$ cat config.mk
export PLATFORM = sky130hd
export DESIGN_NAME = chimp_game_ctrl
export DESIGN_NICKNAME = d
export VERILOG_FILES = /design/src/rtl/chimp_game_ctrl.sv
export SDC_FILE = /design/constraint.sdc
export NUM_CORES = 2
export LEC_CHECK = 0
export CORE_ASPECT_RATIO = 1.2
export CORE_UTILIZATION = 64
export DETAILED_ROUTE_END_ITERATION = 8
export MAX_ROUTING_LAYER = met4
export PLACE_DENSITY = 0.89
export SETUP_SLACK_MARGIN = 0.1
export SKIP_LAST_GASP = 1
export SLEW_MARGIN = 20
export SYNTH_ARGS = -nofsm -noshare
export SYNTH_HDL_FRONTEND = slang
export SYNTH_SLANG_ARGS = --single-unit
$ cat constraint.sdc
create_clock -name clk -period 4.59 [get_ports clk]
set_clock_uncertainty 0.1 [all_clocks]
set_input_delay 0.459 -clock clk [delete_from_list [all_inputs] [get_ports clk]]
set_output_delay 0.459 -clock clk [all_outputs]
set_load 0.02 [all_outputs]
$ cat src/rtl/chimp_game_ctrl.sv
// Chimp-test game sequencer: LFSR tile placement on an 8x8 grid, ordered-click
// checking, level/strike/score tracking and a registered cell lookup for the renderer.
module chimp_game_ctrl #(
  parameter int          START_LEN   = 4,
  parameter int          MAX_LEN     = 16,
  parameter int          MAX_STRIKES = 3,
  parameter logic [15:0] LFSR_SEED   = 16'hACE1
) (
  input  logic       clk,
  input  logic       iReset,
  input  logic       iStart,
  input  logic       iClickValid,
  input  logic       iInBox,
  input  logic [2:0] iBoxX,
  input  logic [2:0] iBoxY,
  input  logic [2:0] iQueryX,
  input  logic [2:0] iQueryY,
  output logic [4:0] oQueryNum,
  output logic       oMasked,
  output logic [4:0] oLevel,
  output logic [2:0] oStrikes,
  output logic [4:0] oScore,
  output logic [2:0] oState,
  output logic       oDone
);

  typedef enum logic [2:0] {
    ST_IDLE  = 3'd0,
    ST_PLACE = 3'd1,
    ST_SHOW  = 3'd2,
    ST_PLAY  = 3'd3,
    ST_DONE  = 3'd4
  } state_t;

  localparam logic [4:0] START_L = 5'(START_LEN);
  localparam logic [4:0] MAX_L   = 5'(MAX_LEN);
  localparam logic [2:0] MAX_S   = 3'(MAX_STRIKES);

  state_t      state_q, state_d;
  logic [15:0] lfsr_q, lfsr_d;
  logic [4:0]  cell_q [64];
  logic [4:0]  cell_d [64];
  logic [4:0]  level_q, level_d;
  logic [4:0]  score_q, score_d;
  logic [4:0]  cnt_q, cnt_d;
  logic [4:0]  exp_q, exp_d;
  logic [4:0]  qnum_q, qnum_d;
  logic [2:0]  strikes_q, strikes_d;
  logic        masked_q, masked_d;
  logic        done_q, done_d;

  logic [5:0]  place_idx;
  logic [5:0]  click_idx;
  logic [4:0]  click_val;
  logic        click_hit;

  always_comb begin
    state_d   = state_q;
    level_d   = level_q;
    score_d   = score_q;
    cnt_d     = cnt_q;
    exp_d     = exp_q;
    strikes_d = strikes_q;
    masked_d  = masked_q;
    done_d    = done_q;
    cell_d    = cell_q;
    lfsr_d    = {lfsr_q[14:0], lfsr_q[15] ^ lfsr_q[13] ^ lfsr_q[12] ^ lfsr_q[10]};
    // Query reads the pre-update map, so a same-cycle write returns the old value.
    qnum_d    = cell_q[{iQueryY, iQueryX}];
    place_idx = lfsr_q[5:0];
    click_idx = {iBoxY, iBoxX};
    click_val = cell_q[click_idx];
    click_hit = iClickValid & iInBox & (click_val != 5'd0);

    case (state_q)
      ST_IDLE, ST_DONE: begin
        if (iStart) begin
          for (int i = 0; i < 64; i++) cell_d[i] = '0;
          level_d   = START_L;
          strikes_d = '0;
          score_d   = '0;
          masked_d  = 1'b0;
          done_d    = 1'b0;
          cnt_d     = 5'd1;
          state_d   = ST_PLACE;
        end
      end
      ST_PLACE: begin
        if (cell_q[place_idx] == 5'd0) begin
          cell_d[place_idx] = cnt_q;
          cnt_d = cnt_q + 5'd1;
          if (cnt_q == level_q) begin
            state_d  = ST_SHOW;
            exp_d    = 5'd1;
            masked_d = 1'b0;
          end
        end
      end
      ST_SHOW, ST_PLAY: begin
        if (click_hit) begin
          if (click_val == exp_q) begin
            cell_d[click_idx] = '0;
            exp_d    = exp_q + 5'd1;
            masked_d = 1'b1;
            state_d  = ST_PLAY;
            if (click_val == level_q) begin
              score_d = level_q;
              if (level_q == MAX_L) begin
                state_d = ST_DONE;
                done_d  = 1'b1;
              end else begin
                for (int i = 0; i < 64; i++) cell_d[i] = '0;
                level_d  = level_q + 5'd1;
                cnt_d    = 5'd1;
                masked_d = 1'b0;
                state_d  = ST_PLACE;
              end
            end
          end else begin
            strikes_d = strikes_q + 3'd1;
            // On game over the layout stays so the display can reveal the answer.
            if (strikes_d == MAX_S) begin
              state_d = ST_DONE;
              done_d  = 1'b1;
            end else begin
              for (int i = 0; i < 64; i++) cell_d[i] = '0;
              cnt_d    = 5'd1;
              masked_d = 1'b0;
              state_d  = ST_PLACE;
            end
          end
        end
      end
      default: state_d = ST_IDLE;
    endcase
  end

  always_ff @(posedge clk or negedge iReset) begin
    if (!iReset) begin
      state_q   <= ST_IDLE;
      lfsr_q    <= LFSR_SEED;
      for (int i = 0; i < 64; i++) cell_q[i] <= '0;
      level_q   <= START_L;
      score_q   <= '0;
      cnt_q     <= 5'd1;
      exp_q     <= 5'd1;
      qnum_q    <= '0;
      strikes_q <= '0;
      masked_q  <= 1'b0;
      done_q    <= 1'b0;
    end else begin
      state_q   <= state_d;
      lfsr_q    <= lfsr_d;
      cell_q    <= cell_d;
      level_q   <= level_d;
      score_q   <= score_d;
      cnt_q     <= cnt_d;
      exp_q     <= exp_d;
      qnum_q    <= qnum_d;
      strikes_q <= strikes_d;
      masked_q  <= masked_d;
      done_q    <= done_d;
    end
  end

  assign oQueryNum = qnum_q;
  assign oMasked   = masked_q;
  assign oLevel    = level_q;
  assign oStrikes  = strikes_q;
  assign oScore    = score_q;
  assign oState    = state_q;
  assign oDone     = done_q;

endmodule
# == Yosys cells after proc, flatten, opt, wreduce, memory -nomap -nowiden ==
# Index checks and enable logic that the tools add are counted.
# totals
wordCells,208
out_inout_bits,23
reg_bits,369
input_bits,17
# classes
order_cmp,5
muxes,74
addsub,4
n_eq_ne,22
reduce_logical,19
n_bitwise,10
# ops
cell,count
320-bit 2-to-1 mux,7
320-bit one-hot mux with 3 select lines,1
320-bit AND,1
320-bit bitwise mux,1
320-bit NOT,1
5-bit 2-to-1 mux,28
5-bit binary-select mux with 6-bit select,3
5-bit demux with 6-bit select,2
3-bit 2-to-1 mux,11
5-bit one-hot mux with 2 select lines,3
7-bit greater-or-equal comparator (second input constant),3
6-bit NOT with 7-bit output,3
6-bit AND reduction,3
2-bit != test (second input constant),8
5-bit by 1-bit adder with 5-bit output (second input constant),3
5-bit == test,3
3-bit != test (second input constant),5
5-bit one-hot mux with 3 select lines,1
5-bit AND reduction,3
7-bit by 1-bit < comparator with 1-bit output (second input constant),2
1-bit 2-to-1 mux,13
3-bit by 2-bit == test with 1-bit output (second input constant),3
3-bit one-hot mux with 3 select lines,1
4-bit AND reduction,2
other kinds (17),23

# == Depth between registers and ports, before layout ==
# depth
depth_word,12
mapped_depth,16
ltp_nobuf,10

# == Least setup slack after synthesis ==
# No wires, ideal clock.
# synth_timing
path_type,input to register
start,input iBoxX[2]
end,register cell_q[0] (netlist name)
stages,15
path_buffers,5
setup_ns,0.127
path_slack_ns,1.057
t_required_ns,4.363
arrival_ns,3.306
cell_sequence,buf_2 -> buf_4 -> buf_2 -> mux4_2 -> nand2_1 -> o21ai_0 -> a22oi_1 -> nand4_1 -> xnor2_1 -> or2_2 -> o311a_1 -> buf_6 -> buf_6 -> a211oi_4 -> o21ai_1
# synth_via
elab_chain_cells,12
elab_cells_between_ends,23
cone_classes,2 x order compare; 4 x eq/ne; 10 x mux; 4 x bitwise; 3 x reduce/logical
# synth_rtl
item,line_no,rtl
from (decl),14,"input logic [2:0] iBoxX,"
6-bit NOT with 7-bit output (implied by the code) *,"72, 102",
7-bit greater-or-equal comparator (implied by the code) / 7-bit by 1-bit < comparator with 1-bit output (equally long branches),102,cell_d[click_idx] = '0;
1-bit logical AND (implied by the code),102,
5-bit 2-to-1 mux (implied by the code),102,
5-bit demux with 6-bit select,102,
320-bit NOT (no source line),n/a,
320-bit AND (no source line),n/a,
320-bit 2-to-1 mux,108,if (level_q == MAX_L) begin
320-bit 2-to-1 mux,106,if (click_val == level_q) begin
320-bit 2-to-1 mux,101,if (click_val == exp_q) begin
320-bit 2-to-1 mux,100,if (click_hit) begin
320-bit one-hot mux with 3 select lines,75,case (state_q)
to (signal assigned),154,cell_q <= cell_d;
to (decl),41,logic [4:0] cell_q [64];
# Every way passes the cells marked *; elsewhere a longest branch is shown, timed or not. The select of a mux whose other input is x is not followed.
# A chain may end at the register's enable or synchronous reset.

# == Worst setup path in the final report ==
# layout_timing
start,input iBoxX[2]
end,register cell_q[96] (netlist name)
# Same word-level chain as after synthesis.

==> flow_summary.json <==
{
  "status": "completed",
  "synth_top_area_cell": "dfrtp_1",
  "p_leak_uw": 0.0110,
  "async_flop_share": 1.00,
  "core-area_um2": 36900,
  "post-route-drc-count": 0,
  "maxSlewViolCount": 0,
  "synth_area_um2": 24100,
  "grt_overflow_total": 0,
  "drive_gt1_frac": 0.200,
  "fin_crit_ps": 4490,
  "clockBufferDepth": 3,
  "clock_sinks": 369,
  "required_ps": 4960,
  "syn_to_final_growth_pct": 15.3,
  "viasPerCell": 7.66,
  "synth_top_area_share": 0.372,
  "io_pins": 40,
  "gp_congestion": 1.18,
  "relSlewSlack": 0.256,
  "nets": 2740,
  "place_ws_ps": 41.8,
  "grt_usage": 0.577,
  "p_per_area_nw_per_um2": 418,
  "worstPathMaxFanout": 38,
  "grt_pass1_vias": 24100,
  "worstSetupPathType": "primary input to flop",
  "ys_seq_area_frac": 0.384,
  "cp-start-kind": "primary input",
  "critical_path_buf_inv_count": 5,
  "synth-seq-cells": 369,
  "synthTopCellsByArea": "dfrtp_1 37%, mux4_2 10%, nand3_1 7.4%, o21ai_0 6.2%, inv_1 5.3%",
  "syn_inst": 2642,
  "antenna_found_initial": 11,
  "syn_area_per_cell_um2": 9.11,
  "initial_core_util": 0.652,
  "rsz0062_at_grt": "no",
  "die_h_um": 214,
  "hp-class": "flop to flop",
  "root_buffer": "clkbuf_16",
  "synth_edf_count": 0,
  "synth-main-ff-cell": "dfrtp_1",
  "final.setup.tns_ps": 0,
  "period_share": 0.979,
  "cap_violations": 0,
  "crit_path_max_incr_delay_ps": 880,
  "crit_top_cell": "buf_4",
  "drt_iter0_markers": 4170,
  "htreeDepth": 2,
  "crit_chain": "buf_2 -> buf_4 -> mux2i_1 -> o22ai_1 -> o31ai_1 -> o2111ai_1 -> a211oi_2 -> buf_4 -> xnor2_1 -> o41ai_2 -> nand4b_1 -> buf_12 -> buf_4 -> a211oi_2 -> o21ai_0",
  "die_w_um": 179,
  "peakVddDrop_uv": 576,
  "path_clk_slew_ps": 60,
  "insertion_delay_ps": 620,
  "routed_wl_mm": 105,
  "routedWlPerCell_um": 32.3,
  "dr.pass1.iters": 8,
  "power_uw": 11600,
  "ant_nets": 0,
  "synth_cell_types": 82,
  "dp_hpwl_mm": 72.7,
  "worst_slew_pin_slew_ps": 1110,
  "hold_viol": 0,
  "setup_viol": 0,
  "grt_max_degree": 121,
  "yosysWarnings": 0,
  "port_buffers": 39,
  "syn_nets": 2665,
  "cts_buffers": 40,
  "crit_path_top_delay_cell": "o31ai_1",
  "num_vias": 24800,
  "num_rows": 77,
  "fmax_mhz": 223,
  "worst_slack_ps": 97.6,
  "tritoncts": "yes",
  "arrival_ps": 4860,
  "critPathTopFamily": "compound AO/OA/AOI/OAI gates",
  "cp-end-kind": "flop",
  "die_area_um2": 38400,
  "grt_pass1_wl_mm": 156
}
[layer usage]
layer / routed length [um] / track usage / vias up / part of all wire
met5: 0 / - / - / 0
met4: 10400 / 0.431 / 0 / 0.10
met3: 16600 / 0.242 / 823 / 0.16
met2: 44100 / 0.783 / 2480 / 0.42
met1: 33500 / 0.672 / 11700 / 0.32
li1: - / - / 9736 / -
[sequential cells by signal, indices dropped and copies added, names as in the netlist]
signal and cells:
oDone 1, oLevel 5, cnt_q 5, oScore 5, oMasked 1, cell_q 320
oState 3, oQueryNum 5, lfsr_q 16, oStrikes 3, exp_q 5
[metrics by stage]
step / instances / util / area [um2] / hold WS [ps]
after global placement: 3147 / 0.712 / 26300 / 238
after global routing: 3232 / 0.752 / 27700 / 264
final: 3235 / 0.752 / 27700 / 257
after detailed placement: 3147 / 0.712 / 26300 / 243
after CTS: 3220 / 0.749 / 27600 / 260
after floorplan: 2642 / - / 24100 / 63.4
[Yosys cell counts (9+ instances only)]
master,instances
a211oi_2,55
a211o_1,10
buf_4,12
nor2_1,49
nand2b_1,13
mux4_2,110
inv_1,342
nor4_1,16
a221oi_1,27
nand3_1,357
a211oi_4,10
nand2_1,103
o21ai_0,297
nor2b_1,9
nor3_1,29
o221ai_1,11
clkbuf_1,136
buf_2,69
o21ai_1,81
nand4_1,20
dfrtp_1,358
mux2i_1,109
a21oi_1,93
dfstp_2,11
o31ai_1,29
a22o_1,12
buf_1,15
a22oi_1,47
and2_1,9
o22ai_1,19
[cell usage in the layout (no fill, tap or decap), types with 10 or more instances in the layout]
cell / count
nor3_1: 26
nand4_1: 20
o21ai_0: 297
a211oi_4: 13
mux4_2: 110
inv_1: 342
a22o_1: 12
clkbuf_8: 11
a221oi_1: 27
a211o_1: 10
diode_2: 14
buf_12: 38
clkbuf_16: 41
a22oi_1: 46
buf_4: 195
dfrtp_1: 356
nand3_1: 356
a211oi_2: 52
nor2_1: 42
o221ai_1: 11
nand2_1: 103
o31ai_1: 29
o22ai_1: 19
nor4_1: 16
clkdlybuf4s50_1: 33
dfstp_2: 10
mux2i_1: 109
a21oi_1: 93
nand2b_1: 13
o21ai_1: 81
[final cells by class]
cell class,count,area [um2]
Antenna cell,14,35.0
Clock inverter,15,153
Timing Repair Buffer,271,2600
Fill cell,2568,9160
Multi-Input combinational cell,1691,12600
Sequential cell,369,9260
Tap cell,474,593
Clock buffer,57,1200
Inverter,344,1290
[power breakdown]
part	internal [uW]	switching, uW	total, uW
clock	1930	1470	3410
combinational	1700	3050	4750
sequential	3330	104	3440
[worst paths after layout]
| kind | from | end | cells past startpoint | slack (ps) |
|---|---|---|---|---|
| worst max-delay path | iBoxX[2] | cell_q[96] | 15 | 100 |
| worst min-delay path | lfsr_q[8] | lfsr_q[9] | 0 | 260 |
| worst max register to register | lfsr_q[1] | cell_q[96] | 13 | 160 |
| worst min register to register | lfsr_q[8] | lfsr_q[9] | 0 | 260 |
| max in group asynchronous | iReset | cell_q[134] | 3 | 2810 |
| min in group asynchronous | iReset | cell_q[297] | 2 | 440 |
[what timing repair did]
| item | CTS | global route |
|---|---|---|
| gates resized for setup | 1 | 10 |
| buffers inserted | 0 | 1 |
| hold endpoints to repair | 113 | 0 |
| setup endpoints to repair | 5 | 196 |
| hold buffers | 1 | 0 |
[logic make-up after synthesis]
kind of cell,share of synthesized area
AOI/OAI and AO/OA,0.215
xor gates and xnor gates,0.00510
adders and majority gates,0.00312
buffers and inverters,0.0981
DFF,0.384
muxes,0.152
and+or+nand+nor,0.143
No activity file was read; power rests on OpenSTA's default activity.
